**config.mk**
```make
export PLATFORM = sky130hd
export DESIGN_NAME = spike_rate_decoder
export DESIGN_NICKNAME = d
export VERILOG_FILES = /design/src/rtl/spike_rate_decoder.sv
export SDC_FILE = /design/constraint.sdc
export NUM_CORES = 1
export LEC_CHECK = 0
export ABC_AREA = 0
export CAP_MARGIN = 40
export CORE_UTILIZATION = 42
export CTS_CLUSTER_DIAMETER = 80
export DETAILED_ROUTE_END_ITERATION = 16
export PLACE_DENSITY = 0.61
export SLEW_MARGIN = 20
export SYNTH_ARGS = -nofsm -noshare
export SYNTH_HDL_FRONTEND = slang
export SYNTH_SLANG_ARGS = --single-unit
```
**constraint.sdc**
```tcl
create_clock -name rawclk -period 18.8 [get_ports rawclk]
set_input_delay 2.82 -clock rawclk [delete_from_list [all_inputs] [get_ports rawclk]]
set_output_delay 2.82 -clock rawclk [all_outputs]
set_load 0.05 [all_outputs]
```
**src/rtl/spike_rate_decoder.sv**
```systemverilog
// Spike rate decoder: synchronizes an asynchronous spike level, counts rising
// edges over a programmable window, and reports the last window count, the sum
// of the last four window counts and a free-running total of counted spikes.
module spike_rate_decoder #(
  parameter int CNT_W = 16
) (
  input  logic             rawclk,
  input  logic             reset_global,
  input  logic             en,
  input  logic             spike,
  input  logic [31:0]      window_len,
  output logic [CNT_W-1:0] spike_count_out,
  output logic [CNT_W+1:0] avg4_out,
  output logic [31:0]      total_out,
  output logic             count_valid,
  output logic             overflow
);

  localparam logic [CNT_W-1:0] CNT_MAX = '1;

  logic             s1, s2, s3;
  logic             rise;
  logic [31:0]      eff_len;
  logic [31:0]      win_cnt;
  logic             close;
  logic [CNT_W-1:0] acc;
  logic [CNT_W:0]   acc_sum;
  logic             acc_sat;
  logic [CNT_W-1:0] acc_next;
  logic [CNT_W+1:0] avg_next;
  logic [CNT_W-1:0] hist [4];

  // Edge detect, effective window length, close decision and saturating sum
  always_comb begin
    rise     = s2 & ~s3;
    eff_len  = (window_len == 32'd0) ? 32'd1 : window_len;
    close    = en && (win_cnt >= (eff_len - 32'd1));
    acc_sum  = {1'b0, acc} + {{CNT_W{1'b0}}, rise};
    acc_sat  = acc_sum[CNT_W];
    acc_next = acc_sat ? CNT_MAX : acc_sum[CNT_W-1:0];
    avg_next = {2'b00, acc_next} + {2'b00, hist[0]} + {2'b00, hist[1]}
             + {2'b00, hist[2]};
  end

  // Two-flop synchronizer plus delay flop; runs whether or not counting is enabled
  always_ff @(posedge rawclk) begin
    if (reset_global) begin
      s1 <= 1'b0;
      s2 <= 1'b0;
      s3 <= 1'b0;
    end else begin
      s1 <= spike;
      s2 <= s1;
      s3 <= s2;
    end
  end

  // Window counting, close handling, history shift and running total
  always_ff @(posedge rawclk) begin
    if (reset_global) begin
      win_cnt         <= '0;
      acc             <= '0;
      spike_count_out <= '0;
      avg4_out        <= '0;
      total_out       <= '0;
      count_valid     <= 1'b0;
      overflow        <= 1'b0;
      for (int i = 0; i < 4; i++) hist[i] <= '0;
    end else begin
      count_valid <= 1'b0;
      if (en) begin
        total_out <= total_out + {31'd0, rise};
        if (rise && acc_sat) overflow <= 1'b1;
        if (close) begin
          win_cnt         <= '0;
          acc             <= '0;
          spike_count_out <= acc_next;
          avg4_out        <= avg_next;
          count_valid     <= 1'b1;
          hist[0]         <= acc_next;
          for (int i = 1; i < 4; i++) hist[i] <= hist[i-1];
        end else begin
          win_cnt <= win_cnt + 32'd1;
          acc     <= acc_next;
        end
      end
    end
  end

endmodule

```
==> results.cfg <==
[outcome]
status = finished with violations
failing_checks = design-rule violations

[critical_path]
timing.critical_path.slowest_cell_delay_ns = 0.68
crit_chain = clkdlybuf4s50_1 > or4_4 > nor4_1 > nand2_1 > nor4_4 > a31oi_1 > ha_1 > nand2_1 > or2_2 > nand4bb_1 > nor3_1 > xnor2_1 > ha_1 > nand4_1 > nor4_1 > nand2_1 > a21oi_1 > a21o_2 > buf_4
crit_end_element = register
timing.critical_path.mode_cell = sky130_fd_sc_hd__nand2_1
worstSetupStartpointType = input port
crit_buf_inv = 2
cp_data_required_time_ns = 18.85
critPathSlowestCell = sky130_fd_sc_hd__buf_4
crit_type = input port to register
crit-reg2reg-launch = s2
crit_family = simple AND/OR/NAND/NOR gates
worst-r2r-cell-count = 20
critical_path_arrival_ns = 8.96
regToRegEndpoint = avg4_out[17]
crit_fanout = 64
reg2reg_setup_slack_ns = 13.22

[yosys]
synthesis.area_sq_um = 9470
number_of_enable_type_register_cells_in_the_synthesized_netlist = 48
ys_async_sr_fraction_pct = 0
synth-main-ff-cell = sky130_fd_sc_hd__dfxtp_1
synthesis.nets = 1165
share_of_the_yosys_chip_area_belonging_to_registers_pct = 40.4
synth-seq-cells = 167
post_synth_main_area_contributors = sky130_fd_sc_hd__dfxtp_1 25%, sky130_fd_sc_hd__edfxtp_1 15%, sky130_fd_sc_hd__ha_1 7.3%
area_leader_netlist = sky130_fd_sc_hd__dfxtp_1
yosysUniqueCellTypes = 56
count_of_warnings_emitted_by_yosys = 0
area_share_of_the_largest_cell_type_after_synthesis_pct = 25.2
synth_instances = 1042
postSynthAreaPerCell_sq_um = 9.09

[sta]
setup-tns-final_ns = 0
fmax_mhz = 112
timing.clock.skew_ns = 0.00969
final.min_clock_period_ns = 8.91
slew_headroom_pct = 47.9
timing_hold_violations_final = 0
slew_viol_final = 0
setup_repair_after_global_routing_missed_its_margin = false
setup_viol = 0
final.period_utilization_pct = 47.4
worst-slew-pin-transition_ns = 0.781

[detailed_routing]
postRouteWirelength_mm = 19.1
drt_first_pass_iters = 10
antenna_left = 0
drc = 10
wl_per_instance_um = 13.3
post_dr_vias_cell = 4.95
vias = 7081
drt-initial-drc-count = 377

[placement]
placement.io_buffers = 103
dp_hpwl_mm = 13.9
placed_area_sq_um = 10800
placer_s_final_routability_congestion_estimate = 0.800

[clock_tree]
clock_tree.root_cell = sky130_fd_sc_hd__clkbuf_16
cts-root-to-sink-buffers = 2
h-tree-depth = 4
post_cts_sizing_count = 0
worstSkewPairLatency_ns = 0.42
cts.hold.buffers_added = 0
cts_clock_pin_slew_for_the_worst_setup_and_hold_paths_ns = 0.06
cts.sink_count = 167
tritoncts.num_buffers = 17
cts_tree = done
cts_setup_buffers = 0

[final_layout]
drive_above_1_share_pct = 6.09
syn2layout_area_growth_pct = 19.8
fillCellCount = 2026
multi_input_comb_area_sq_um = 5220
layout.cell_area.non_filler_sq_um = 11300
seqCellArea_sq_um = 3820
nets = 1260
insertedDiodeCount = 0

[die]
pin_count = 104
start_util_pct = 43.1
dieWidth_um = 152
die-area_sq_um = 23100
chip_height_um = 152
rows = 54
design.core.area_sq_um = 22000

[power_and_ir_drop]
seq_power_share_pct = 47.1
power.share.clock_pct = 41.6
power_frac_comb_pct = 11.3
power_density_nw_per_um2 = 70.8
power_mw = 0.802
ir_worst_vdd_mv = 0.0484
leakage_nw = 4.52
switching_share_of_power_pct = 25.3
power_switching_mw = 0.203
p_int_mw = 0.600

[worst_hold_path]
worst_hold_path.endpoint = spike_count_out[7]
timing.hold.worst_path_depth = 2
min-delay-path-class = register to register
min_from = spike_count_out[7]

[global_route]
grt_start_max_net_pins = 72
first_pass_grt_wire_length_mm = 32.6
gr-total-overflow = 0
via_count_of_the_first_global_routing_pass = 6838
antenna_found_initial = 0
globalRouteTotalUtil_pct = 17.2

[flow_run]
maxCapViolCount = 0
## Yosys cell counts (8+ instances only)
master,instances
sky130_fd_sc_hd__a211oi_1,13
sky130_fd_sc_hd__a21oi_1,59
sky130_fd_sc_hd__and3_1,16
sky130_fd_sc_hd__clkbuf_1,23
sky130_fd_sc_hd__dfxtp_1,119
sky130_fd_sc_hd__edfxtp_1,48
sky130_fd_sc_hd__fa_1,32
sky130_fd_sc_hd__ha_1,55
sky130_fd_sc_hd__inv_1,80
sky130_fd_sc_hd__mux2i_1,23
sky130_fd_sc_hd__nand2_1,74
sky130_fd_sc_hd__nand3_1,45
sky130_fd_sc_hd__nand4_1,19
sky130_fd_sc_hd__nor2_1,175
sky130_fd_sc_hd__nor2b_1,10
sky130_fd_sc_hd__nor3_1,27
sky130_fd_sc_hd__nor4_1,8
sky130_fd_sc_hd__o21ai_0,22
sky130_fd_sc_hd__or2_2,18
sky130_fd_sc_hd__or3_1,8
sky130_fd_sc_hd__xnor2_1,47
sky130_fd_sc_hd__xor2_1,53
## how the worst max path moves through the flow
stage                        start  cells past startpoint           to
floorplan           window_len[15]                     20   hist[0][0]
global placement    window_len[21]                     23  hist[0][31]
detailed placement  window_len[21]                     23  hist[0][15]
CTS                 window_len[21]                     23  hist[0][31]
global route        window_len[21]                     20  hist[0][16]
finish              window_len[21]                     19  hist[0][33]
## layout make-up
cell class	instances	share of cell area [%]
multi-input cells	762	46.0
flip-flops and latches	167	33.7
repair buffers	109	9.53
clock buffers	19	4.19
well taps	280	3.09
inverters	80	2.65
clock inverters	13	0.783
## per-layer routing
layer	wire (um)	track usage [%]	part of all wire, %	up-vias
li1	-	-	-	3719
met1	9520	23.1	50	3253
met2	8850	28.0	46	96
met3	508	3.27	2.7	13
met4	189	5.15	0.99	0
met5	0	0	0	-
## through the flow
step,utilization (%),hold slack [ns],instances,setup slack [ns]
2_1_floorplan,-,0.414,1042,10.21
3_3_place_gp,49.0,0.437,1396,9.51
3_5_place_dp,49.0,0.442,1397,9.34
4_1_cts,51.5,0.452,1429,9.74
5_1_grt,51.6,0.462,1430,9.33
6_report,51.6,0.448,1430,9.89
## power groups by stage
stage	Combinational [mW]	Clock [mW]	Sequential [mW]
5_1_grt	0.104	0.357	0.378
4_1_cts	0.0919	0.341	0.378
2_1_floorplan	0.0651	0	0.386
6_report	0.0911	0.334	0.378
3_5_place_dp	0.0914	0	0.386
3_3_place_gp	0.0900	0	0.386
## cells in the final DEF (no fill, tap or decap), types with 4 or more instances in the layout
cell type and instances:
sky130_fd_sc_hd__clkbuf_16 19, sky130_fd_sc_hd__xnor2_1 47, sky130_fd_sc_hd__clkinv_2 6, sky130_fd_sc_hd__nand4_1 19, sky130_fd_sc_hd__ha_1 55, sky130_fd_sc_hd__a211oi_1 13, sky130_fd_sc_hd__inv_1 80, sky130_fd_sc_hd__and2_1 6
sky130_fd_sc_hd__a31oi_1 4, sky130_fd_sc_hd__nand2_1 74, sky130_fd_sc_hd__a21o_1 5, sky130_fd_sc_hd__a21oi_1 59, sky130_fd_sc_hd__nor2b_1 10, sky130_fd_sc_hd__edfxtp_1 48, sky130_fd_sc_hd__or3_1 8, sky130_fd_sc_hd__clkdlybuf4s50_1 102
sky130_fd_sc_hd__o21ai_0 22, sky130_fd_sc_hd__xor2_1 53, sky130_fd_sc_hd__nand3_1 45, sky130_fd_sc_hd__and3_1 16, sky130_fd_sc_hd__buf_4 4, sky130_fd_sc_hd__nor4_1 8, sky130_fd_sc_hd__nor3_1 27, sky130_fd_sc_hd__fa_1 32
sky130_fd_sc_hd__o211ai_1 4, sky130_fd_sc_hd__nor2_1 175, sky130_fd_sc_hd__dfxtp_1 119, sky130_fd_sc_hd__inv_6 4, sky130_fd_sc_hd__or2_2 18, sky130_fd_sc_hd__mux2i_1 23
## kinds of logic (layout without fill, tap and decap cells)
| kind of cell | count (synthesis) | count (layout) | synth area share, % |
|---|---|---|---|
| AOI/OAI and AO/OA | 123 | 123 | 7.61 |
| xor gates and xnor gates | 100 | 100 | 9.25 |
| adders and majority gates | 87 | 87 | 14.0 |
| buffers and inverters | 113 | 221 | 4.60 |
| DFF | 167 | 167 | 40.4 |
| muxes | 24 | 24 | 2.55 |
| and+or+nand+nor | 428 | 428 | 21.6 |
## worst register-to-register path, cell delays in order, from the launching register on
cell and delay (ns):
sky130_fd_sc_hd__dfxtp_1 0.32, sky130_fd_sc_hd__nor2b_1 0.24, sky130_fd_sc_hd__ha_1 0.23, sky130_fd_sc_hd__ha_1 0.21
sky130_fd_sc_hd__nand2_1 0.13, sky130_fd_sc_hd__nor2_1 0.34, sky130_fd_sc_hd__and3_1 0.51, sky130_fd_sc_hd__nor2_1 0.22
sky130_fd_sc_hd__fa_1 0.52, sky130_fd_sc_hd__inv_1 0.05, sky130_fd_sc_hd__fa_1 0.50, sky130_fd_sc_hd__ha_1 0.20
sky130_fd_sc_hd__inv_1 0.06, sky130_fd_sc_hd__fa_1 0.41, sky130_fd_sc_hd__nor2b_1 0.18, sky130_fd_sc_hd__o211ai_1 0.16
sky130_fd_sc_hd__a211oi_1 0.50, sky130_fd_sc_hd__o21ai_0 0.23, sky130_fd_sc_hd__a21oi_1 0.23, sky130_fd_sc_hd__nor3_1 0.07
sky130_fd_sc_hd__nor3_1 0.19
## registers in the layout (all words and copies together) (netlist names)
name,cells
acc,16
avg4_out,18
count_valid,1
hist,48
overflow,1
s1,1
s2,1
s3,1
spike_count_out,16
total_out,32
win_cnt,32
(Power assumes the default switching activity.)
==> RTL edit 1: new RTL, same settings <==
Add an input register stage for `window_len`, without a reset; this delays it by one clock. The other inputs are not delayed to match.
--- a/src/rtl/spike_rate_decoder.sv
+++ b/src/rtl/spike_rate_decoder.sv
@@ -18,6 +18,12 @@
 
   localparam logic [CNT_W-1:0] CNT_MAX = '1;
 
+  logic [31:0] window_len_q;
+
+  always_ff @(posedge rawclk) begin
+    window_len_q <= window_len;
+  end
+
   logic             s1, s2, s3;
   logic             rise;
   logic [31:0]      eff_len;
@@ -33,7 +39,7 @@
   // Edge detect, effective window length, close decision and saturating sum
   always_comb begin
     rise     = s2 & ~s3;
-    eff_len  = (window_len == 32'd0) ? 32'd1 : window_len;
+    eff_len  = (window_len_q == 32'd0) ? 32'd1 : window_len_q;
     close    = en && (win_cnt >= (eff_len - 32'd1));
     acc_sum  = {1'b0, acc} + {{CNT_W{1'b0}}, rise};
     acc_sat  = acc_sum[CNT_W];
Behaviour: not the same (a bounded check fails within 4 cycles, from zero or initial values and one cycle with reset_global high).
==> RTL edit 1 against the original RTL <==
- worst hold slack gained 0.0036 ns
- sequential cell count grew 32
- cell area grew 7.3%
- total power grew 13%
- area after synthesis grew 8.3%
- fmax grew 51%
- critical endpoint is now hist[0][22]
- critical path depth shrank 1
- clock power grew 8.7%
- worst setup slack gained 3.0 ns
- routed wire length grew 1.8%
- largest cell class unchanged
==> RTL edit 1: results (changes against the original RTL) <==
[metrics] Routed met3 length: 377 microns (-26%)
[metrics] worst ir drop on vdd: 0.0000435 V (-10%)
[metrics] routability congestion estimate: 0.824 (+3.0%)
[metrics] share of synthesized cell area in full adder, half adder and majority cells: 0.130 (-0.0107)
[metrics] maximum clock rate: 169 MHz (+51%)
[metrics] largest fanout on the critical path: 54 (-16%)
[metrics] average wire per cell in the routed design: 12.9 microns (-3.6%)
[metrics] number of fill cells: 2243 (+11%)
[metrics] total met2 wirelength after detailed routing: 9.24 mm (+4.4%)
[metrics] post-synth net total: 1206 (+3.5%)
[metrics] static power due to leakage: 4.85 nW (+7.2%)
[metrics] Total Routing Usage GR: 0.165 (-0.00640)
[metrics] Avg Cell Area, Syn: 9.47 sq um (+4.2%)
[metrics] synth unique cells: 64 (+14%)
[metrics] worst clock skew: 0.0134 ns (+0.00369 ns)
[metrics] grt met2 use: 0.279 (-0.000341)
[metrics] violation count after the first detailed-route iteration: 422 (+12%)
[metrics] complex-gate fraction of the synthesized area: 0.0724 (-0.00375)
[metrics] Total Routed Length: 19.4 mm (+1.8%)
[metrics] slack of the worst reg-to-reg path: 12.89 ns (-0.34 ns)
[metrics] DRT Pass-1 Iters: 7 (-3)
[metrics] power in sequential cells: 453 uW (+20%)
[metrics] Area contributors post-synth: sky130_fd_sc_hd__dfxtp_1, sky130_fd_sc_hd__edfxtp_1, sky130_fd_sc_hd__nor2_1
[metrics] number of nets in the finished design: 1301 (+3.3%)
[metrics] number of DRC violations after detailed routing: 0 (-10)
[metrics] minimum hold slack: 0.452 ns (+0.00356 ns)
[metrics] slowest cell delay on critical path: 0.66 ns (-0.02 ns)
[metrics] estimated wirelength of the detail-placed design: 14.3 mm (+2.7%)
[metrics] largest net degree at the start of global routing: 74 (+2.8%)
[metrics] vias in the first global route: 7005 (+2.4%)
[metrics] result of the run: complete, no violations
[metrics] Clock Power: 363 uW (+8.7%)
[metrics] share of the core filled with cells in the final layout: 0.514 (-0.00283)
RTL edit 1: changes by cell type after synthesis, moves of 9 or more:
cell                      delta
sky130_fd_sc_hd__buf_2      +13
sky130_fd_sc_hd__dfxtp_1    +32
sky130_fd_sc_hd__nand3_1    -15
sky130_fd_sc_hd__nor2_1     +12
sky130_fd_sc_hd__or2_0       +9
sky130_fd_sc_hd__or2_2      -17
RTL edit 1: area by class of cell:
cell class                 count  share of cell area
multi-input combinational    775               0.441
sequential                   199               0.367
timing repair buffer         109              0.0881
clock buffer                  19              0.0356
tap                          319              0.0328
inverter                      76              0.0235
clock inverter                13              0.0121
RTL edit 1: final timing paths:
kind / startpoint / depth (start not counted) / endpoint
max: window_len_q[23] / 18 / hist[0][22]
max reg2reg: window_len_q[23] / 18 / hist[0][22]
min reg2reg: spike_count_out[11] / 2 / spike_count_out[11]
min: spike_count_out[11] / 2 / spike_count_out[11]
==> RTL edit 2: new RTL, config.mk and constraints unchanged <==
Made on the original files. Change the parameter `CNT_W` from 16 to 24.
--- a/src/rtl/spike_rate_decoder.sv
+++ b/src/rtl/spike_rate_decoder.sv
@@ -2,7 +2,7 @@
 // edges over a programmable window, and reports the last window count, the sum
 // of the last four window counts and a free-running total of counted spikes.
 module spike_rate_decoder #(
-  parameter int CNT_W = 16
+  parameter int CNT_W = 24
 ) (
   input  logic             rawclk,
   input  logic             reset_global,
Interface: changed (resized avg4_out and spike_count_out); port bits go from 104 to 120. The function was not compared with the original's and may differ.
==> RTL edit 2 against the original RTL <==
- register-to-register slack got worse by 0.92 ns
- routed wire length rose by 38%
- area after synthesis rose by 29%
- via count rose by 26%
- total power rose by 32%
- worst setup slack improved by 0.10 ns
- critical endpoint is now hist[0][20]
- cell area rose by 28%
- non-clock buffer count rose by 16
- sequential cell count rose by 48
- largest cell class unchanged
- critical path depth rose by 3
==> RTL edit 2: results (changes against the original RTL) <==
[metrics] result of the run: complete, no violations
[metrics] share of synthesized cell area in full adder, half adder and majority cells: 0.144 (+0.00339)
[metrics] number of enable flip-flop cells after synthesis: 72 (+50%)
[metrics] Total Routing Usage GR: 0.183 (+0.0110)
[metrics] met1 track demand over resource in global routing: 0.247 (+0.0165)
[metrics] Post-Syn Instances: 1292 (+24%)
[metrics] static power due to leakage: 5.72 nW (+26%)
[metrics] Total Routed Length: 26.3 mm (+38%)
[metrics] largest net degree at the start of global routing: 64 (-11%)
[metrics] post-synth net total: 1439 (+24%)
[metrics] global-route track usage on met3: 0.0252 (-0.00753)
[metrics] synth unique cells: 65 (+16%)
[metrics] latest clock arrival within the worst-skew pair: 0.52 ns (+0.10 ns)
[metrics] relative slew slack: 0.452 (-0.0274)
[metrics] vias in the first global route: 8604 (+26%)
[metrics] complex-gate fraction of the synthesized area: 0.0850 (+0.00891)
[metrics] mux contribution to synthesized area: 0.0257 (+0.000198)
[metrics] worst clock skew: 0.0126 ns (+0.00289 ns)
[metrics] Area contributors post-synth: sky130_fd_sc_hd__dfxtp_1, sky130_fd_sc_hd__edfxtp_1, sky130_fd_sc_hd__nor2_1
[metrics] Net Sw Power: 264 uW (+30%)
[metrics] grt met2 use: 0.307 (+0.0268)
[metrics] CTS Buf Count: 25 (+8)
[metrics] DRT Pass-1 Iters: 4 (-6)
[metrics] area after detailed placement: 13700 sq um (+28%)
[metrics] share of power burned in combinational logic: 0.105 (-0.008)
[metrics] share of layout cells above drive strength 1: 0.0473 (-0.0135)
[metrics] clk buf depth: 3 (+1)
[metrics] vias per inst: 4.99 (+0.73%)
[metrics] setup slack at placement: 9.39 ns (+0.0511 ns)
[metrics] global-route wire length before repair: 43.4 mm (+33%)
[metrics] number of port buffers: 119 (+16%)
[metrics] violation count after the first detailed-route iteration: 460 (+22%)
[metrics] estimated wirelength of the detail-placed design: 19.1 mm (+38%)
[metrics] sequential cell area fraction in the yosys report: 0.413 (+0.00904)
[metrics] Comb power: 112 uW (+23%)
[metrics] number of nets in the finished design: 1545 (+23%)
[metrics] commonest cells in the netlist: sky130_fd_sc_hd__nor2_1, sky130_fd_sc_hd__dfxtp_1, sky130_fd_sc_hd__inv_1
[metrics] final cell count without fillers: 1793 (+25%)
[metrics] number of fill cells: 2589 (+28%)
RTL edit 2: changes by cell type after synthesis, sizes merged, moves of 14 or more:
cell	change
dfxtp	+24
fa	+16
or2	-14
a21oi	-26
a2bb2oi	+20
edfxtp	+24
nor2	+87
inv	+38
RTL edit 2: final cells by class:
class | count | area (sq um) | share of cell area
tap | 378 | 473 | 0.0326
clock inverter | 12 | 70.1 | 0.00484
timing repair buffer | 125 | 1240 | 0.0857
multi-input combinational | 913 | 6530 | 0.451
inverter | 118 | 443 | 0.0306
clock buffer | 32 | 703 | 0.0485
sequential | 215 | 5020 | 0.347
RTL edit 2: worst paths after layout:
path,startpoint,end,slack [ns],depth (start not counted)
setup / recovery,window_len[25],hist[0][20],9.99,22
hold / removal,s2,s3,0.47,1
setup reg to reg,s2,avg4_out[23],12.30,20
hold reg to reg,s2,s3,0.47,1
RTL edit 2: kinds of logic (layout without fill, tap and decap cells):
kind of cell | count (synthesis) | after routing
compound gates | 148 | 148
xor+xnor | 121 | 121
fa+ha+maj | 111 | 111
buf+inv | 164 | 287
flops | 215 | 215
mux | 31 | 31
simple gates | 502 | 502
RTL edit 2: critical path: cells and delay by family:
| family | cells | cell delay [ns] |
|---|---|---|
| adder cells (fa/ha/maj) | 2 | 0.52 |
| XOR/XNOR | 1 | 0.13 |
| AO/OA/AOI/OAI | 4 | 1.00 |
| buffers and inverters | 3 | 1.30 |
| AND/OR/NAND/NOR | 12 | 3.09 |
RTL edit 2: routing by layer:
layer / vias up / part of all wire
li1: 4590 / -
met1: 4178 / 0.48
met2: 143 / 0.46
met3: 32 / 0.034
met4: 0 / 0.019
met5: - / 0
